==> src/rtl/uart_rx_fifo.sv <==
// uart_rx_fifo: receive-side character buffer placed directly after the UART
// receiver. Each rising edge of rx_done pushes rx_data into a DEPTH-entry FIFO.
// The read port is first-word-fall-through. A sticky flag records characters
// lost because the FIFO was full and nobody popped in the same cycle.
module uart_rx_fifo #(
  parameter int SIZE  = 8,
  parameter int DEPTH = 8
) (
  input  logic                       clk,
  input  logic                       rst,
  input  logic                       rx_done,
  input  logic [SIZE-1:0]            rx_data,
  input  logic                       rd_en,
  output logic [SIZE-1:0]            rd_data,
  output logic                       empty,
  output logic                       full,
  output logic [$clog2(DEPTH+1)-1:0] count,
  output logic                       overflow,
  input  logic                       clr_ovf
);

  localparam int AW = $clog2(DEPTH);
  localparam int CW = $clog2(DEPTH+1);

  localparam logic [AW-1:0] PTR_ONE   = AW'(1);
  localparam logic [CW-1:0] CNT_ONE   = CW'(1);
  localparam logic [CW-1:0] CNT_ZERO  = CW'(0);
  localparam logic [CW-1:0] CNT_DEPTH = CW'(DEPTH);

  logic [SIZE-1:0] mem_q [DEPTH];
  logic [AW-1:0]   wr_ptr_q, wr_ptr_d;
  logic [AW-1:0]   rd_ptr_q, rd_ptr_d;
  logic [CW-1:0]   count_q, count_d;
  logic            ovf_q, ovf_d;
  logic            rx_done_q;

  logic            empty_s;
  logic            full_s;
  logic            wr_s;
  logic            rd_s;
  logic            push_s;
  logic            drop_s;

  // The flags are pure decodes of the registered occupancy.
  assign empty_s = (count_q == CNT_ZERO);
  assign full_s  = (count_q == CNT_DEPTH);

  // Strobe decode: one write per rx_done rising edge. Popping an empty FIFO
  // does nothing. A full FIFO still accepts a write when a pop frees a slot
  // in the same cycle.
  always_comb begin
    wr_s   = rx_done & ~rx_done_q;
    rd_s   = rd_en & ~empty_s;
    push_s = 1'b0;
    drop_s = 1'b0;
    if (wr_s) begin
      if (full_s && !rd_s) begin
        drop_s = 1'b1;
      end else begin
        push_s = 1'b1;
      end
    end else begin
      push_s = 1'b0;
      drop_s = 1'b0;
    end
  end

  // Next-state computation for the pointers, the occupancy and the sticky
  // overflow flag. A drop in the same cycle as clr_ovf leaves the flag set.
  always_comb begin
    wr_ptr_d = wr_ptr_q;
    rd_ptr_d = rd_ptr_q;
    count_d  = count_q;
    ovf_d    = ovf_q;
    if (push_s) begin
      wr_ptr_d = wr_ptr_q + PTR_ONE;
    end else begin
      wr_ptr_d = wr_ptr_q;
    end
    if (rd_s) begin
      rd_ptr_d = rd_ptr_q + PTR_ONE;
    end else begin
      rd_ptr_d = rd_ptr_q;
    end
    case ({push_s, rd_s})
      2'b10:   count_d = count_q + CNT_ONE;
      2'b01:   count_d = count_q - CNT_ONE;
      default: count_d = count_q;
    endcase
    if (drop_s) begin
      ovf_d = 1'b1;
    end else if (clr_ovf) begin
      ovf_d = 1'b0;
    end else begin
      ovf_d = ovf_q;
    end
  end

  // Control state registers. rx_done_q resets low, so an rx_done that is
  // already high when reset is released counts as an edge.
  always_ff @(posedge clk or negedge rst) begin
    if (!rst) begin
      wr_ptr_q  <= '0;
      rd_ptr_q  <= '0;
      count_q   <= '0;
      ovf_q     <= 1'b0;
      rx_done_q <= 1'b0;
    end else begin
      wr_ptr_q  <= wr_ptr_d;
      rd_ptr_q  <= rd_ptr_d;
      count_q   <= count_d;
      ovf_q     <= ovf_d;
      rx_done_q <= rx_done;
    end
  end

  // Character storage. The contents are not reset because the pointers and
  // the occupancy decide what is valid.
  always_ff @(posedge clk) begin
    if (push_s) begin
      mem_q[wr_ptr_q] <= rx_data;
    end
  end

  // First-word-fall-through head. It is forced to zero while the FIFO is
  // empty so that stale memory never shows on the port.
  always_comb begin
    rd_data = '0;
    if (!empty_s) begin
      rd_data = mem_q[rd_ptr_q];
    end else begin
      rd_data = '0;
    end
  end

  assign empty    = empty_s;
  assign full     = full_s;
  assign count    = count_q;
  assign overflow = ovf_q;

endmodule

==> config.mk <==
export PLATFORM = sky130hd
export DESIGN_NAME = uart_rx_fifo
export DESIGN_NICKNAME = d
export VERILOG_FILES = /design/src/rtl/uart_rx_fifo.sv
export SDC_FILE = /design/constraint.sdc
export NUM_CORES = 1
export LEC_CHECK = 0
export ABC_AREA = 1
export CAP_MARGIN = 0
export CELL_PAD_IN_SITES_DETAIL_PLACEMENT = 1
export CELL_PAD_IN_SITES_GLOBAL_PLACEMENT = 2
export CORE_MARGIN = 3
export CORE_UTILIZATION = 38
export CTS_BUF_LIST = sky130_fd_sc_hd__clkbuf_16
export DETAILED_ROUTE_END_ITERATION = 7
export PLACE_DENSITY_LB_ADDON = 0.15
export SLEW_MARGIN = 5
export SYNTH_ARGS = -nofsm -noshare
export SYNTH_HDL_FRONTEND = slang
export SYNTH_SLANG_ARGS = --single-unit
==> constraint.sdc <==
create_clock -name clk -period 2.2 [get_ports clk]
set_clock_uncertainty 0.15 [all_clocks]
set_input_delay 0.22 -clock clk [delete_from_list [all_inputs] [get_ports clk]]
set_output_delay 0.22 -clock clk [all_outputs]
set_load 0.1 [all_outputs]
## Word level (Yosys, flattened, before mapping)

Memory sizes are Yosys's and may differ from the RTL's.
Index checks and enable logic that the tools add are counted.

| operators by class | value |
|---|---|
| $add $sub $neg | 4 |
| $mul | 0 |
| divide/modulo/power cells | 0 |
| order comparisons | 0 |
| equal/unequal tests | 3 |
| shifts and indexed selects | 0 |
| multiplexer cells | 10 |
| bitwise operators | 4 |
| reduce and logical (&&, ||, !) cells | 5 |

Operators with widths:

| cell | count |
|---|---|
| two-way mux 1 bit | 8 |
| two-way mux 8 bit | 1 |
| case mux 4 bit (2 select lines) | 1 |
| adder 3 x 1 -> 3 bit (second input constant) | 2 |
| adder 4 x 1 -> 4 bit (second input constant) | 1 |
| == test 4 bit (second input constant) | 1 |
| logical NOT 4 bit | 1 |
| nonzero test 2 bit | 2 |
| subtractor 4 x 1 -> 4 bit (second input constant) | 1 |
| bitwise AND 1 bit | 2 |
| == test 2 x 1 -> 1 bit (second input constant) | 1 |
| == test 2 bit (second input constant) | 1 |
| NOT 1 bit | 2 |
| logical AND 1 bit | 1 |
| logical NOT 1 bit | 1 |

| word-level totals | value |
|---|---|
| register bits | 12 |
| latch bits | 0 |
| RAM bits | 64 |
| ROM bits | 0 |
| bits of input ports | 13 |
| logic and storage cells | 32 |
| memories | 1 |

Memories:

| name | depth | width | read ports | clocked after memory_dff | wr ports | line | RTL |
|---|---|---|---|---|---|---|---|
| mem_q | 8 | 8 | 1 | 0 | 1 | 30 | `logic [SIZE-1:0] mem_q [DEPTH];` |

## Logic depth before layout (Yosys ltp)

Gate-level depths: netlist of run 1.

| logic depth | value |
|---|---|
| depth in word-level cells | 9 |
| depth in mapped cells | 12 |
| mapped depth without buffers | 12 |

## Worst setup path before layout of run 1

Ideal clock, no wire load.

| path | value |
|---|---|
| kind | reg-to-output |
| start point | reg count_q[1], in the netlist count[1] |
| end point | out rd_data[0] |
| arrival time | 2.665 ns |
| path slack | -0.835 ns |
| cell stages (with the launch flop) | 6 |
| buffers on the path | 1 |
| cells stage by stage | dfrtp_1 -> nor2_2 -> nand2_1 -> buf_4 -> nand2_1 -> nor2_1 |

| on the way | value |
|---|---|
| longest elaborated chain between the ends | 2 |

Ends and longest elaborated chain:

| item | line | RTL |
|---|---|---|
| from (decl) | 33 | `logic [CW-1:0] count_q, count_d;` |
| from (signal assigned) | 111 | `count_q <= count_d;` |
| logical NOT 4 bit | 45 | `assign empty_s = (count_q == CNT_ZERO);` |
| two-way mux 8 bit | 129 | `if (!empty_s) begin` |
| to (decl) | 14 | `output logic [SIZE-1:0] rd_data,` |

Every way passes these cells.

## Final worst setup path of run 1

| path | value |
|---|---|
| start point | reg rd_ptr_q[0] |
| end point | out rd_data[1] |

| on the way | value |
|---|---|
| longest elaborated chain between the ends | 2 |

Ends and longest elaborated chain:

| item | line | RTL |
|---|---|---|
| from (decl) | 32 | `logic [AW-1:0] rd_ptr_q, rd_ptr_d;` |
| from (signal assigned) | 110 | `rd_ptr_q <= rd_ptr_d;` |
| memory read (8 x 8 bit) | -- |  |
| two-way mux 8 bit | 129 |  |

Every way passes these cells.

==> results of run 1 <==
## per-stage QoR
stage,hold WS (ns),TNS [ns]
floorplan,-0.226,0
global placement,0.367,0
detailed placement,0.374,-0.0431
CTS,0.159,-0.0784
global route,0.180,-0.00607
finish,0.132,0
## cells in the mapped netlist
cell	n	area (µm²)
inv_2	2	7.51
nor2_1	67	251
nand2_1	26	97.6
edfxtp_1	64	1920
o22ai_1	9	56.3
buf_2	1	5.00
or2_1	1	6.26
nand3_2	1	10.0
ha_1	4	50.1
o21ai_0	4	20.0
xor2_1	2	17.5
nand2_2	2	12.5
buf_6	4	45.0
o211ai_1	8	60.1
buf_4	5	37.5
xnor2_1	2	17.5
o21ai_1	31	155
inv_1	16	60.1
nand4_1	1	6.26
dfrtp_1	12	300
fa_1	1	20.0
nor2_2	2	12.5
nand3_1	8	40.0
clkbuf_1	1	3.75
a21oi_1	2	10.0
## routing by layer
layer / global-route usage, % / vias to the layer above / part of all wire, %
met5: 0 / - / 0
met4: 6.60 / 0 / 1.6
met3: 3.71 / 9 / 3.0
met2: 27.7 / 35 / 49
met1: 22.3 / 1126 / 46
li1: - / 1057 / -
## critical path: cells and delay by family, from the launching register on
family	cells	cell delay, ns
buffers and inverters	3	0.44
AOI/OAI and AO/OA	1	0.23
DFF	1	0.45
and+or+nand+nor	3	0.31
## cell families after synthesis
| group | count (synthesis) | share of synthesized area [%] |
|---|---|---|
| AND/OR/NAND/NOR | 108 | 13.5 |
| flip-flops | 76 | 68.9 |
| AO/OA/AOI/OAI | 54 | 9.35 |
| buffers and inverters | 29 | 4.93 |
| adder cells (fa/ha/maj) | 5 | 2.17 |
| XOR/XNOR | 4 | 1.09 |
## sequential cells by signal (all words and copies together) (netlist names)
signal,flops
wr_ptr_q,3
rx_done_q,1
rd_ptr_q,3
overflow,1
count,4
mem_q,64
## timing repair
action | in CTS | in global routing
endpoints found under the setup margin | 2 | 7
gates resized for setup | 1 | 7
gates cloned | 0 | 1
## final timing paths
kind                       depth (start not counted)     endpoint  slack [ns]
setup reg to reg                                  11     count[3]        0.21
hold / removal                                     1  wr_ptr_q[1]        0.13
max in group asynchronous                          1     count[0]        1.32
min in group clk                                   1    rx_done_q        0.22
hold reg to reg                                    1  wr_ptr_q[2]        0.38
setup / recovery                                   7   rd_data[1]        0.07
## cell usage in the layout, fill, tap and decap left out, types with 2 or more instances in the layout
cell type	netlist	layout
nand3_1	8	8
o21ai_1	31	32
dfrtp_1	12	7
nand2_2	2	2
buf_4	5	23
inv_1	16	16
o22ai_2	0	2
dfrtp_2	0	5
edfxtp_1	64	64
o21ai_0	4	3
clkdlybuf4s50_1	0	12
o211ai_1	8	8
ha_1	4	4
nor2_4	0	8
o22ai_1	9	7
nand2_1	26	26
nor2_1	67	59
clkbuf_16	0	10
xor2_1	2	2
buf_12	0	12
bufinv_16	0	2
clkinv_4	0	2
a21oi_1	2	2
xnor2_1	2	2
nor2_2	2	2
## cell type report
type	count	area (µm²)
Tap cell	102	128
Inverter	18	70.1
Clock inverter	6	90.1
Fill cell	820	3750
Clock buffer	9	225
Sequential cell	76	2230
Timing Repair Buffer	48	558
Multi-Input combinational cell	171	916
==> impl_metrics.csv, run 1 <==
group,metric,value,unit
worst_setup_path,crit_fanout,17,
clocking,cts_buffers,9,
worst_setup_path,crit_chain,"inv_4 > buf_12 > nor2_1 > o22ai_2 > nor2_1 > nor2_4 > buf_12",
worst_setup_path,startpoint,"rd_ptr_q[0]",
routing,ant_nets,0,
clocking,clock-sinks,76,
sta,fin_crit_sh,96.9,%
clocking,cts.path.max_buffers,2,
clocking,cts_htree_levels,3,
logic_synthesis,yosysWarnings,0,
global_route,antenna_found_initial,0,
worst_setup_path,cp_slowest_cell,"dfrtp_2",
clocking,postCtsSetupRepairBufs,0,
worst_setup_path,crit_arrival,1.76,ns
placement,place_inst,414,
die,num_rows,32,
job,cap_violations,0,
cells_and_area,final_area,0.00422,mm²
sta,fmax,469,MHz
die,die_x,98.1,µm
logic_synthesis,synth_nets,294,
logic_synthesis,syn_inst,276,
routing,post_drt_wl_per_cell,18.6,µm
status,status,"complete, no violations",
placement,dpl_cell_area,0.00385,mm²
worst_setup_path,worstSetupPathType,"register to output pin",
worst_hold_path,hold_path.class,"input port to async pin",
placement,dp_hpwl,5.10,mm
clocking,hold_buffers,0,
global_route,grt_pass1_vias,2337,
worst_setup_path,end_kind,"output pin",
clocking,cts_tree,"done",
placement,pre_cts_ws,-0.0431,ns
placement,gp_congestion,0.702,
routing,vias,2227,
cells_and_area,drive_gt1_share,22.3,%
worst_setup_path,regToRegStartpoint,"count[1]",
die,io_pins,28,
global_route,grt_max_degree,34,
logic_synthesis,synth_seq_cells,76,
cells_and_area,area_growth_syn_to_layout,30.7,%
cells_and_area,final_core_util,52.9,%
global_route,grt_pass1_wl,12.4,mm
sta,setup_ws,0.0676,ns
logic_synthesis,ys_types,25,
logic_synthesis,synth_area,0.00322,mm²
cells_and_area,finalNonFillerCells,430,
global_route,grt_util_all_layers,17.0,%
routing,drc_errors,0,
sta,worst_pin_slew,0.617,ns
worst_setup_path,worstSetupStartpointType,"register",
placement,io_buffer_count,27,
die,die_y,98.1,µm
die,start_util,40.5,%
global_route,globalRouteOverflowTotal,0,
worst_setup_path,cpPeakStageDelay,0.45,ns
die,core,0.00797,mm²
cells_and_area,final_nets,342,
cells_and_area,n_antenna_cell,0,
sta,finalCriticalPeriod,2.13,ns
worst_setup_path,required,1.83,ns
clocking,clk_pin_slew,0.06,ns
sta,slew-limit-headroom,58.7,%
sta,finalHoldViolCount,0,
routing,drt-vias-per-instance,5.18,
routing,dr.pass1.iters,4,
sta,setup_viol,0,
routing,wl,7.99,mm
sta,drv_slew,0,
logic_synthesis,yosysSeqAreaShare,68.9,%
die,dieArea,0.00963,mm²
routing,drt_iter0_drc,140,
clocking,clock_latency,0.32,ns
clocking,cts-root-buf,"clkbuf_16",
logic_synthesis,avgSynthCellArea,11.7,µm²
Power of run 1 is left out: the tool's default activity adds up to more than one toggle a clock period on the data nets, which glitch-free logic cannot reach.
==> inputs of run 2 (changes only) <==
CORE_UTILIZATION = 36   (was 38)
CTS_BUF_LIST = sky130_fd_sc_hd__clkbuf_2 sky130_fd_sc_hd__clkbuf_4 sky130_fd_sc_hd__clkbuf_8   (was sky130_fd_sc_hd__clkbuf_16)
SKIP_CTS_REPAIR_TIMING = 1   (was not set)
clock period = 1.9 ns   (was 2.2 ns; I/O delays follow)
==> run 2 against run 1 <==
Against the previous run: the run now ends with negative setup slack left; sequential share of layout area fell by 1.9 points; die area rose by 5.2%; first-iteration DRC count fell by 29%; global-route usage fell by 0.099 points; count of clock-buffer cells in the layout did not move; final area rose by 4.3%; wire length rose by 0.63%; worst hold slack improved by 0.046 ns; final cell count rose by 5.1%; flip-flop and latch count did not move; worst setup slack got worse by 0.26 ns; critical path depth did not move; largest cell class unchanged.
==> impl_metrics.csv, run 2 (synthesis results as in run 1) <==
group,metric,value,unit
routing,dr.pass1.iters,5,
routing,ant_nets,0,
cells_and_area,layout_commonest_cell,"edfxtp_1",
global_route,grt_pass1_vias,2508,
sta,slew-limit-headroom,73.0,%
worst_hold_path,min_delay_path_depth,1,
worst_setup_path,crit_arrival,1.75,ns
worst_setup_path,crit_fanout,16,
global_route,globalRouteOverflowTotal,0,
worst_setup_path,cp_top_family,"flip-flops",
cells_and_area,drive_gt1_share,32.0,%
cells_and_area,layout_common_cells,"edfxtp_1, nor2_1, buf_4, o21ai_1, nand2_1",
worst_setup_path,required,1.56,ns
status,status,"finished with violations",
placement,dpl_cell_area,0.00407,mm²
worst_setup_path,rr_worst_depth,11,
placement,dp_hpwl,5.67,mm
clocking,cts_buffers,9,
global_route,antenna_found_initial,0,
worst_setup_path,worstSetupStartpointType,"register",
die,dieArea,0.0101,mm²
sta,fin_crit_sh,110,%
clocking,cts_htree_levels,3,
global_route,grt_util_all_layers,16.9,%
routing,wl,8.04,mm
cells_and_area,final_nets,361,
die,start_util,38.1,%
worst_hold_path,hold_path.class,"input port to register",
sta,finalCriticalPeriod,2.09,ns
global_route,grt_pass1_wl,12.8,mm
sta,setup_viol,8,
clocking,cts_tree,"done",
global_route,grtUsageMet2,28.7,%
clocking,clock-sinks,76,
worst_setup_path,worstSetupPathType,"register to output pin",
worst_setup_path,regToRegStartpoint,"count[1]",
cells_and_area,finalNonFillerCells,452,
placement,io_buffer_count,27,
placement,gp_congestion,0.736,
placement,pre_cts_ws,-0.184,ns
worst_setup_path,cp_num_buf_inv,3,
global_route,grt_max_degree,18,
sta,worst_pin_slew,0.406,ns
routing,drc_errors,0,
worst_setup_path,cp_slowest_cell,"dfrtp_2",
clocking,clk_pin_slew,0.08,ns
sta,finalHoldViolCount,0,
sta,fmax,478,MHz
routing,drt-vias-per-instance,5.06,
worst_setup_path,rrSetupSlack,0.04,ns
cells_and_area,area_growth_syn_to_layout,36.4,%
die,die_x,101,µm
sta,rsz0062_at_grt,"true",
worst_hold_path,min_to,"rx_done_q",
placement,place_inst,429,
cells_and_area,final_core_util,52.0,%
worst_setup_path,cpMostUsedCell,"buf_12",
die,io_pins,28,
sta,drv_slew,0,
worst_hold_path,min_from,"rx_done",
worst_setup_path,cpPeakStageDelay,0.47,ns
worst_setup_path,crit_chain,"inv_2 > buf_12 > nor2_1 > o211ai_1 > nand2_1 > nor2_4 > buf_12",
clocking,clock_latency,0.34,ns
clocking,cts-root-buf,"clkbuf_8",
routing,post_drt_wl_per_cell,17.8,µm
cells_and_area,n_antenna_cell,0,
global_route,gr-usage-met1,21.3,%
routing,vias,2285,
cells_and_area,largest_register_ff_count,64,
sta,setup_ws,-0.191,ns
cells_and_area,final_area,0.00440,mm²
global_route,met3_usage,3.25,%
die,core,0.00846,mm²
die,num_rows,33,
status,violations,"negative setup slack",
global_route,busiest_layer,"met2",
worst_setup_path,end_kind,"output pin",
job,cap_violations,0,
routing,drt_iter0_drc,99,
die,die_y,101,µm
cells_and_area,regMostFlops,"mem_q",
worst_setup_path,r2r_end,"count[3]",
clocking,cts.path.max_buffers,2,
==> run 2: cell types whose count changed in the layout (fill, tap and decap cells not counted), sizes merged <==
cell and delta:
dlygate4sd3 +1, clkinvlp +1, clkbuf -1, inv -1
buf +19
==> run 2: worst max path at each step <==
stage                            from          end  slack (ns)  cells after the start
after floorplan              count[2]  mem_q[1][0]       -0.10                      6
after global placement        rx_done  mem_q[2][5]       -0.13                      7
after detailed placement      rx_done  mem_q[6][1]       -0.18                      7
after CTS                 rd_ptr_q[1]   rd_data[1]       -0.32                      6
after global routing      rd_ptr_q[0]   rd_data[6]       -0.29                      8
final                     rd_ptr_q[0]   rd_data[1]       -0.19                      7
==> run 2: final cells by class <==
type	count	area [µm²]
clock buffers	9	124
fillers	847	4070
multi-input cells	171	980
inverters	18	75.1
flip-flops and latches	76	2240
clock inverters	6	87.6
well taps	105	131
repair buffers	67	761
==> run 2: routing by layer <==
metal / up-vias / wire, µm
met5: - / 0
li1: 1095 / -
met1: 1142 / 3510
met3: 15 / 253
met2: 33 / 4120
met4: 0 / 157
==> run 2: stage by stage <==
| stage | hold WS, ns | TNS [ns] |
|---|---|---|
| after global placement | 0.328 | -6.02 |
| after global routing | 0.189 | -2.42 |
| after floorplan | -0.256 | -6.17 |
| after detailed placement | 0.332 | -9.74 |
| after CTS | -0.0456 | -1.90 |
| final | 0.178 | -1.29 |
Power of run 2 is left out for the same reason.
